File: src/rtl/rx_medida_serial_pkg.sv
// Shared constants and state/status encodings for the 7O1 receiver and
// the ddd# measurement frame parser.
package rx_medida_serial_pkg;

  localparam logic [6:0] ASCII_ZERO = 7'h30;
  localparam logic [6:0] ASCII_NINE = 7'h39;
  localparam logic [6:0] ASCII_HASH = 7'h23;

  typedef enum logic [2:0] {
    INATIVO,
    START,
    DADOS,
    PARIDADE,
    STOP
  } rx_state_t;

  // Encodings double as the debug display code on db_estado.
  typedef enum logic [1:0] {
    ESPERA_C    = 2'd0,
    ESPERA_D    = 2'd1,
    ESPERA_U    = 2'd2,
    ESPERA_HASH = 2'd3
  } parse_state_t;

  typedef enum logic [1:0] {
    ST_OK       = 2'd0,
    ST_PARIDADE = 2'd1,
    ST_FRAME    = 2'd2
  } rx_status_t;

endpackage

File: src/rtl/rx_medida_serial_rx.sv
// 7O1 UART character receiver: synchroniser, mid-bit sampling, shift
// register and parity/stop check, emitting a one-cycle character strobe.
module rx_serial_7O1
  import rx_medida_serial_pkg::*;
#(
  parameter int unsigned CLKS_PER_BIT = 434
) (
  input  logic       clock,
  input  logic       reset,
  input  logic       entrada_serial,
  output logic [6:0] dado,
  output logic [1:0] status,
  output logic       strobe
);

  localparam int unsigned CW = $clog2(CLKS_PER_BIT);
  localparam logic [CW-1:0] HALF_LAST = CW'(CLKS_PER_BIT / 2 - 1);
  localparam logic [CW-1:0] FULL_LAST = CW'(CLKS_PER_BIT - 1);

  logic          sync1, sync2;
  rx_state_t     state;
  logic [CW-1:0] cnt;
  logic [2:0]    nbits;
  logic [6:0]    shreg;
  logic          par;
  rx_status_t    status_q;

  assign status = status_q;

  always_ff @(posedge clock or posedge reset) begin
    if (reset) begin
      sync1 <= 1'b1;
      sync2 <= 1'b1;
    end else begin
      sync1 <= entrada_serial;
      sync2 <= sync1;
    end
  end

  // The counter restarts at every sample, so each bit is timed from the
  // previous mid-bit point rather than from the start edge.
  always_ff @(posedge clock or posedge reset) begin
    if (reset) begin
      state    <= INATIVO;
      cnt      <= '0;
      nbits    <= '0;
      shreg    <= '0;
      par      <= 1'b0;
      dado     <= '0;
      status_q <= ST_OK;
      strobe   <= 1'b0;
    end else begin
      strobe <= 1'b0;
      case (state)
        INATIVO: begin
          cnt <= '0;
          if (!sync2) state <= START;
        end
        START: begin
          if (cnt == HALF_LAST) begin
            cnt   <= '0;
            nbits <= '0;
            state <= sync2 ? INATIVO : DADOS;
          end else begin
            cnt <= cnt + 1'b1;
          end
        end
        DADOS: begin
          if (cnt == FULL_LAST) begin
            cnt   <= '0;
            shreg <= {sync2, shreg[6:1]};
            if (nbits == 3'd6) state <= PARIDADE;
            else nbits <= nbits + 1'b1;
          end else begin
            cnt <= cnt + 1'b1;
          end
        end
        PARIDADE: begin
          if (cnt == FULL_LAST) begin
            cnt   <= '0;
            par   <= sync2;
            state <= STOP;
          end else begin
            cnt <= cnt + 1'b1;
          end
        end
        STOP: begin
          if (cnt == FULL_LAST) begin
            cnt    <= '0;
            state  <= INATIVO;
            dado   <= shreg;
            strobe <= 1'b1;
            if (!sync2) status_q <= ST_FRAME;
            else if (^{shreg, par}) status_q <= ST_OK;
            else status_q <= ST_PARIDADE;
          end else begin
            cnt <= cnt + 1'b1;
          end
        end
        default: state <= INATIVO;
      endcase
    end
  end

endmodule

File: src/rtl/rx_medida_serial.sv
// Receives the sensor's ASCII stream and assembles "ddd#" frames into a
// 12-bit BCD distance, flagging malformed frames.
module rx_medida_serial
  import rx_medida_serial_pkg::*;
#(
  parameter int unsigned CLKS_PER_BIT = 434
) (
  input  logic        clock,
  input  logic        reset,
  input  logic        entrada_serial,
  output logic [11:0] medida,
  output logic        pronto,
  output logic        erro,
  output logic [6:0]  db_dado,
  output logic [3:0]  db_estado
);

  logic [6:0]   rx_dado;
  logic [1:0]   rx_status;
  logic         rx_strobe;
  parse_state_t estado;
  logic [3:0]   dig_c, dig_d, dig_u;
  logic         is_digit;

  rx_serial_7O1 #(
    .CLKS_PER_BIT(CLKS_PER_BIT)
  ) u_rx (
    .clock         (clock),
    .reset         (reset),
    .entrada_serial(entrada_serial),
    .dado          (rx_dado),
    .status        (rx_status),
    .strobe        (rx_strobe)
  );

  assign is_digit  = (rx_dado >= ASCII_ZERO) && (rx_dado <= ASCII_NINE);
  assign db_estado = {2'b00, estado};

  always_ff @(posedge clock or posedge reset) begin
    if (reset) begin
      estado  <= ESPERA_C;
      dig_c   <= '0;
      dig_d   <= '0;
      dig_u   <= '0;
      medida  <= '0;
      pronto  <= 1'b0;
      erro    <= 1'b0;
      db_dado <= '0;
    end else begin
      pronto <= 1'b0;
      erro   <= 1'b0;
      if (rx_strobe) begin
        db_dado <= rx_dado;
        if (rx_status != ST_OK) begin
          erro   <= 1'b1;
          estado <= ESPERA_C;
        end else begin
          case (estado)
            ESPERA_C: begin
              if (is_digit) begin
                dig_c  <= 4'(rx_dado - ASCII_ZERO);
                estado <= ESPERA_D;
              end else begin
                erro <= 1'b1;
              end
            end
            ESPERA_D: begin
              if (is_digit) begin
                dig_d  <= 4'(rx_dado - ASCII_ZERO);
                estado <= ESPERA_U;
              end else begin
                erro   <= 1'b1;
                estado <= ESPERA_C;
              end
            end
            ESPERA_U: begin
              if (is_digit) begin
                dig_u  <= 4'(rx_dado - ASCII_ZERO);
                estado <= ESPERA_HASH;
              end else begin
                erro   <= 1'b1;
                estado <= ESPERA_C;
              end
            end
            ESPERA_HASH: begin
              if (rx_dado == ASCII_HASH) begin
                medida <= {dig_c, dig_d, dig_u};
                pronto <= 1'b1;
              end else begin
                erro <= 1'b1;
              end
              estado <= ESPERA_C;
            end
            default: estado <= ESPERA_C;
          endcase
        end
      end
    end
  end

endmodule

File: config.mk
export PLATFORM = sky130hd
export DESIGN_NAME = rx_medida_serial
export DESIGN_NICKNAME = d
export VERILOG_FILES = /design/src/rtl/rx_medida_serial_pkg.sv /design/src/rtl/rx_medida_serial_rx.sv /design/src/rtl/rx_medida_serial.sv
export SDC_FILE = /design/constraint.sdc
export NUM_CORES = 1
export LEC_CHECK = 0
export BUFFER_PORTS_ARGS = -buffer_cell sky130_fd_sc_hd__buf_2
export CAP_MARGIN = 20
export CELL_PAD_IN_SITES_DETAIL_PLACEMENT = 0
export CELL_PAD_IN_SITES_GLOBAL_PLACEMENT = 1
export CORE_ASPECT_RATIO = 1.5
export CORE_MARGIN = 1
export CORE_UTILIZATION = 52
export CTS_CLUSTER_SIZE = 16
export DETAILED_ROUTE_END_ITERATION = 8
export PLACE_DENSITY_LB_ADDON = 0.08
export SYNTH_ARGS = -nofsm -noshare
export SYNTH_HDL_FRONTEND = slang
export SYNTH_HIERARCHICAL = 1
export SYNTH_SLANG_ARGS = --single-unit
File: constraint.sdc
create_clock -name clock -period 3.2 [get_ports clock]
set_input_delay 0.32 -clock clock [delete_from_list [all_inputs] [get_ports clock]]
set_output_delay 0.32 -clock clock [all_outputs]
set_load 0.005 [all_outputs]
Yosys cells after proc, flatten, opt, wreduce, memory -nomap -nowiden
Index checks and enable logic that the tools add are counted.

operators by class
  magnitude comparators = 2
  reduce and logical (&&, ||, !) cells = 19
  muxes and demuxes = 33
  add/subtract/negate cells = 3
  bitwise gates (word level) = 1
  equal/unequal tests = 19

operators by type and width
  operator                                                                             count
  3-bit two-way mux                                                                    9
  9-bit one-hot mux with 3 select lines                                                1
  4-bit AND reduction                                                                  5
  9-bit two-way mux                                                                    2
  3-bit one-hot mux with 5 select lines                                                1
  2-bit two-way mux                                                                    6
  1-bit two-way mux                                                                    11
  2-bit by 1-bit inequality test with 1-bit output, second input constant              5
  9-bit by 1-bit adder with 9-bit output, second input constant                        1
  9-bit by 8-bit equality test with 1-bit output, second input constant                1
  9-bit equality test, second input constant                                           1
  2-bit one-hot mux with 4 select lines                                                1
  2-bit AND reduction                                                                  4
  8-bit parity                                                                         1
  7-bit by 6-bit equality test with 1-bit output, second input constant                1
  7-bit by 6-bit greater-or-equal comparator with 1-bit output, second input constant  1
  7-bit by 6-bit <= comparator with 1-bit output, second input constant                1
  3-bit by 2-bit equality test with 1-bit output, second input constant                2
  3-bit equality test, second input constant                                           2
  3-bit one-hot mux with 2 select lines                                                1
  6-bit AND reduction                                                                  1
  3-bit OR reduction                                                                   2
  2-bit equality test, second input constant                                           2
  2-bit inequality test, second input constant                                         2
  12 further kinds                                                                     13

storage, ports and cells
  register bits after elaboration = 70
  input port bits = 3

Logic depth before layout (Yosys ltp)
  depth after elaboration = 6
  mapped depth = 7
  mapped depth without buffers = 6

By module
The synthesis kept the hierarchy.

by module, submodules not included
  module            area each (µm²)  seq. area each (µm²)  cells each  times used
  rx_serial_7O1     1771.7           878.3                 152         1
  rx_medida_serial  1446.4           875.8                 98          1

Least setup slack after synthesis
Ideal clock, no wire load.

  kind = register to register
  start = reg u_rx.cnt[0]
  end = reg u_rx.state[0]
  clock period less this slack = 1898 ps
  cell stages (with the launch flop) = 8
  path buffers = 1
  arrival time = 1772 ps
  slack = 1302 ps
  library setup time = 125 ps
  path through = dfrtp_1 -> inv_1 -> ha_1 -> or4b_4 -> o21bai_4 -> and2_4 -> buf_6 -> mux2_4

on the way
  longest elaborated chain between the ends = 3

RTL lines
  item                                                                                   line                       text
  start, declared                                                                        rx_medida_serial_rx.sv:22  logic [CW-1:0] cnt;
  start signal, assigned                                                                 rx_medida_serial_rx.sv:65  cnt <= cnt + 1'b1;
  start signal, assigned                                                                 rx_medida_serial_rx.sv:75  cnt <= cnt + 1'b1;
  start signal, assigned                                                                 rx_medida_serial_rx.sv:84  cnt <= cnt + 1'b1;
  9-bit equality test or 9-bit by 8-bit equality test with 1-bit output (tied branches)  n/a
  2-bit by 1-bit inequality test with 1-bit output (no source line)                      n/a
  6-bit AND reduction (no source line) (*)                                               n/a
  end signal, assigned                                                                   rx_medida_serial_rx.sv:63  state <= sync2 ? INATIVO : DADOS;
  end, declared                                                                          rx_medida_serial_rx.sv:21  rx_state_t state;

Mark *: on every way between the ends. The rest lies on a longest branch, timed or not.
A chain may end at the register's enable or synchronous reset.

Final worst setup path
  start = reg u_rx.strobe
  end = reg medida[7]

on the way
  longest elaborated chain between the ends = 1

RTL lines
  item                                  line                       text
  start, declared                       rx_medida_serial_rx.sv:13  output logic strobe
  start signal, assigned                rx_medida_serial_rx.sv:51  strobe <= 1'b0;
  start signal, assigned                rx_medida_serial_rx.sv:53  strobe <= 1'b0;
  start signal, assigned                rx_medida_serial_rx.sv:92  strobe <= 1'b1;
  4-bit AND reduction (no source line)  n/a
  end signal, assigned                  rx_medida_serial.sv:87     medida <= {dig_c, dig_d, dig_u};
  end, declared                         rx_medida_serial.sv:11     output logic [11:0] medida,

Every way passes these cells.

==> flow_metrics.tcl <==
set metrics [dict create \
    status "finished clean" \
    start_kind "flop" \
    syn2layout_area_growth_pct 11.8 \
    die_x_um 66.2 \
    p_leak_nw 1.79 \
    setup_viol 0 \
    rows 34 \
    cap_violations 0 \
    crit_chain "or3b_4, nor4_4, mux2_2" \
    cts_buffers 9 \
    fmax_ghz 0.427 \
    cts_tree "built" \
    cts_hold_buf 0 \
    cts_setup_buffers 0 \
    grt_overflow 0 \
    antenna_found_initial 0 \
    synth_top_area_share_pct 52.9 \
    synth_xor_area_share_pct 2.99 \
    cts_resized 0 \
    multi_input_area_um2 1370 \
    max_stage_delay_ns 0.74 \
    clockBufferDepth 2 \
    gp_congestion 0.827 \
    drc_errors 0 \
    synth-compound-area-share_pct 7.08 \
    design_area_um2 3600 \
    die_h_um 98.4 \
    ys_seq_elements 70 \
    fillCellCount 478 \
    drive_gt1_share_pct 36.4 \
    grt_usage_pct 20.3 \
    cts.sink_count 70 \
    grt_pass1_vias 2041 \
    hold_viol_final 0 \
    via_count 2042 \
    tns_ns 0 \
    worst_hold_path_type "in -> async" \
    cp.required_ns 3.43 \
    fp.coreArea_um2 5870 \
    ff2ff_path_depth 3 \
    crit_end "medida[7]" \
    arrival_ns 2.57 \
    root_buffer "clkbuf_8" \
    critical_path.max_fanout 12 \
    synth_edf_count 0 \
    dp.cells 339 \
    synth-seq-area-share_pct 54.5 \
    num_antenna_cells 0 \
    synth.area.mux_share_pct 17.2 \
    synth_ff_type "dfrtp_1" \
    htree_levels 3 \
    drt_iter0_markers 132 \
    cts.clk_slew.worst_paths_ns 0.08 \
    final_cells 355 \
    power.density_nw_per_um2 461 \
    boundaryPins 28 \
    r2r-end "medida[7]" \
    synthSimpleGateAreaFrac_pct 13.0 \
    placed_area_um2 3380 \
    first_pass_iters 4 \
    path_class "reg -> reg" \
    startpoint "u_rx/strobe" \
    fin_crit_ns 2.34 \
    clk_latency_ns 0.34 \
    ir_drop_mv 0.349 \
    postRouteAntennaNets 0 \
    reg2reg_slack_ns 0.86 \
    ys_top_cells_by_area "dfrtp_1 53%, mux2_2 16%, xnor2_1 2.7%, ha_1 1.9%, dfstp_2 1.6%" \
    synth_fa_ha_area_share_pct 1.94 \
    cpMaxStageDelayCell "nor4_4" \
    die_area_um2 6510 \
    cp-end-kind "flop" \
    wl_per_cell_um 16.6 \
    ys_async_sr_fraction_pct 100 \
    start_util_pct 54.8 \
    avgViaCountPerCell 5.75 \
    reg2reg_from "u_rx/strobe" \
    finalWirelength_mm 5.90 \
    worstMarginPinSlew_ns 0.793 \
    rsz0062_at_grt "false" \
    register_area_um2 1750 \
    yosysWarnings 6 \
    postSynthCellCount 250 \
    synth_area_um2 3220 \
    grt_max_degree 36 \
    portBuffers 25 \
    synth_top_area_cell "dfrtp_1" \
    slew_headroom_pct 46.7 \
    hpwl_mm 4.21 \
    synth_top_family_by_area "multiplexers" \
    slew_viol_final 0 \
    finalCritPeriodShare_pct 73.2 \
    nets 286 \
    grt_pass1_wl_mm 9.75 \
    avgSynthCellArea_um2 12.9 \
    fin_skew_ns 0.00958 \
    synth_cell_type_count 54 \
]
-- layout make-up --
cell class,count,area share [%]
Clock inverter,4,1.46
Inverter,8,0.834
Tap cell,72,2.50
Timing Repair Buffer,27,3.89
Multi-Input combinational cell,162,38.0
Sequential cell,70,48.7
Clock buffer,12,4.59
-- through the flow --
| stage | total power [mW] | worst slack (ns) | hold slack, ns | utilization, % |
|---|---|---|---|---|
| 4_1_cts | 1.68 | 0.840 | 0.0574 | 61.3 |
| 3_5_place_dp | 0.927 | 0.839 | 0.355 | 57.6 |
| 3_3_place_gp | 0.927 | 0.901 | 0.346 | 57.6 |
| 5_1_grt | 1.72 | 0.745 | 0.0558 | 61.3 |
| 6_report | 1.66 | 0.857 | 0.0676 | 61.3 |
| 2_1_floorplan | 0.920 | 1.30 | 0.324 | - |
-- worst min-delay path by stage --
stage	startpoint	endpoint	slack, ns	cells past startpoint
2_1_floorplan	entrada_serial	u_rx/sync1	0.32	0
3_3_place_gp	u_rx/sync1	u_rx/sync2	0.35	0
3_5_place_dp	u_rx/sync1	u_rx/sync2	0.35	0
4_1_cts	entrada_serial	u_rx/sync1	0.06	1
5_1_grt	entrada_serial	u_rx/sync1	0.06	1
6_report	reset	medida[4]	0.07	3
-- state kept, by name (all words and copies together) (netlist names) --
name,cells
db_dado,7
dig_c,4
dig_d,4
dig_u,4
erro,1
estado,2
medida,12
pronto,1
u_rx/cnt,9
u_rx/dado,7
u_rx/nbits,3
u_rx/par,1
u_rx/shreg,7
u_rx/state,3
u_rx/status,2
u_rx/strobe,1
u_rx/sync1,1
u_rx/sync2,1
-- cell usage after synthesis, types with 2 or more instances --
cell and n:
o21ai_1 2, and4b_1 2, buf_2 3, nor3_1 4
or3_1 3, o21a_1 2, nand2_1 7, nand3_1 8
nand4_1 7, dfrtp_1 68, a21oi_1 6, nor2b_1 4
or3b_4 2, o22ai_1 2, and2_1 2, o21ai_0 6
a211oi_1 2, mux2i_1 2, mux2_2 46, buf_6 2
nand2b_1 3, buf_4 3, ha_1 5, a22o_1 2
nor2_1 8, xnor2_1 10, inv_1 8, clkbuf_1 3
a221o_1 2, dfstp_2 2
-- worst max-delay path, delay by kind of cell (launching register included) --
kind | cells | cell delay, ns
DFF | 1 | 0.61
muxes | 1 | 0.41
and+or+nand+nor | 2 | 1.20
-- logic make-up (layout without fill, tap and decap cells) --
logic type               Yosys count  count (layout)
XOR/XNOR                          11              11
adder cells (fa/ha/maj)            5               5
buffers and inverters             19              51
other                              1               2
AND/OR/NAND/NOR                   64              64
flip-flops                        70              70
AO/OA/AOI/OAI                     31              31
multiplexers                      49              49
-- cells in the final DEF, fill, tap and decap left out, drive strengths merged, types with 3 or more instances in the layout --
cell,Yosys,layout
a21oi,6,6
and2,3,3
buf,8,27
clkbuf,3,12
dfrtp,68,68
ha,5,5
inv,8,9
mux2,47,47
nand2,7,7
nand2b,3,3
nand3,9,9
nand4,7,7
nor2,8,8
nor2b,4,4
nor3,4,4
o21ai,8,8
or3,3,3
or3b,3,3
xnor2,10,10
-- routing by layer --
| metal | GRT usage, % | share of wire [%] |
|---|---|---|
| met3 | 5.02 | 3.0 |
| met2 | 35.0 | 54 |
| met4 | 8.84 | 2.5 |
| met5 | 0 | 0 |
| met1 | 23.1 | 40 |
-- power by group --
part | switching (mW) | leakage (nW) | internal (mW)
combinational | 0.0178 | 0.716 | 0.00296
sequential | 0.00137 | 0.957 | 0.887
clock | 0.325 | 0.113 | 0.427
(Power assumes the default switching activity.)
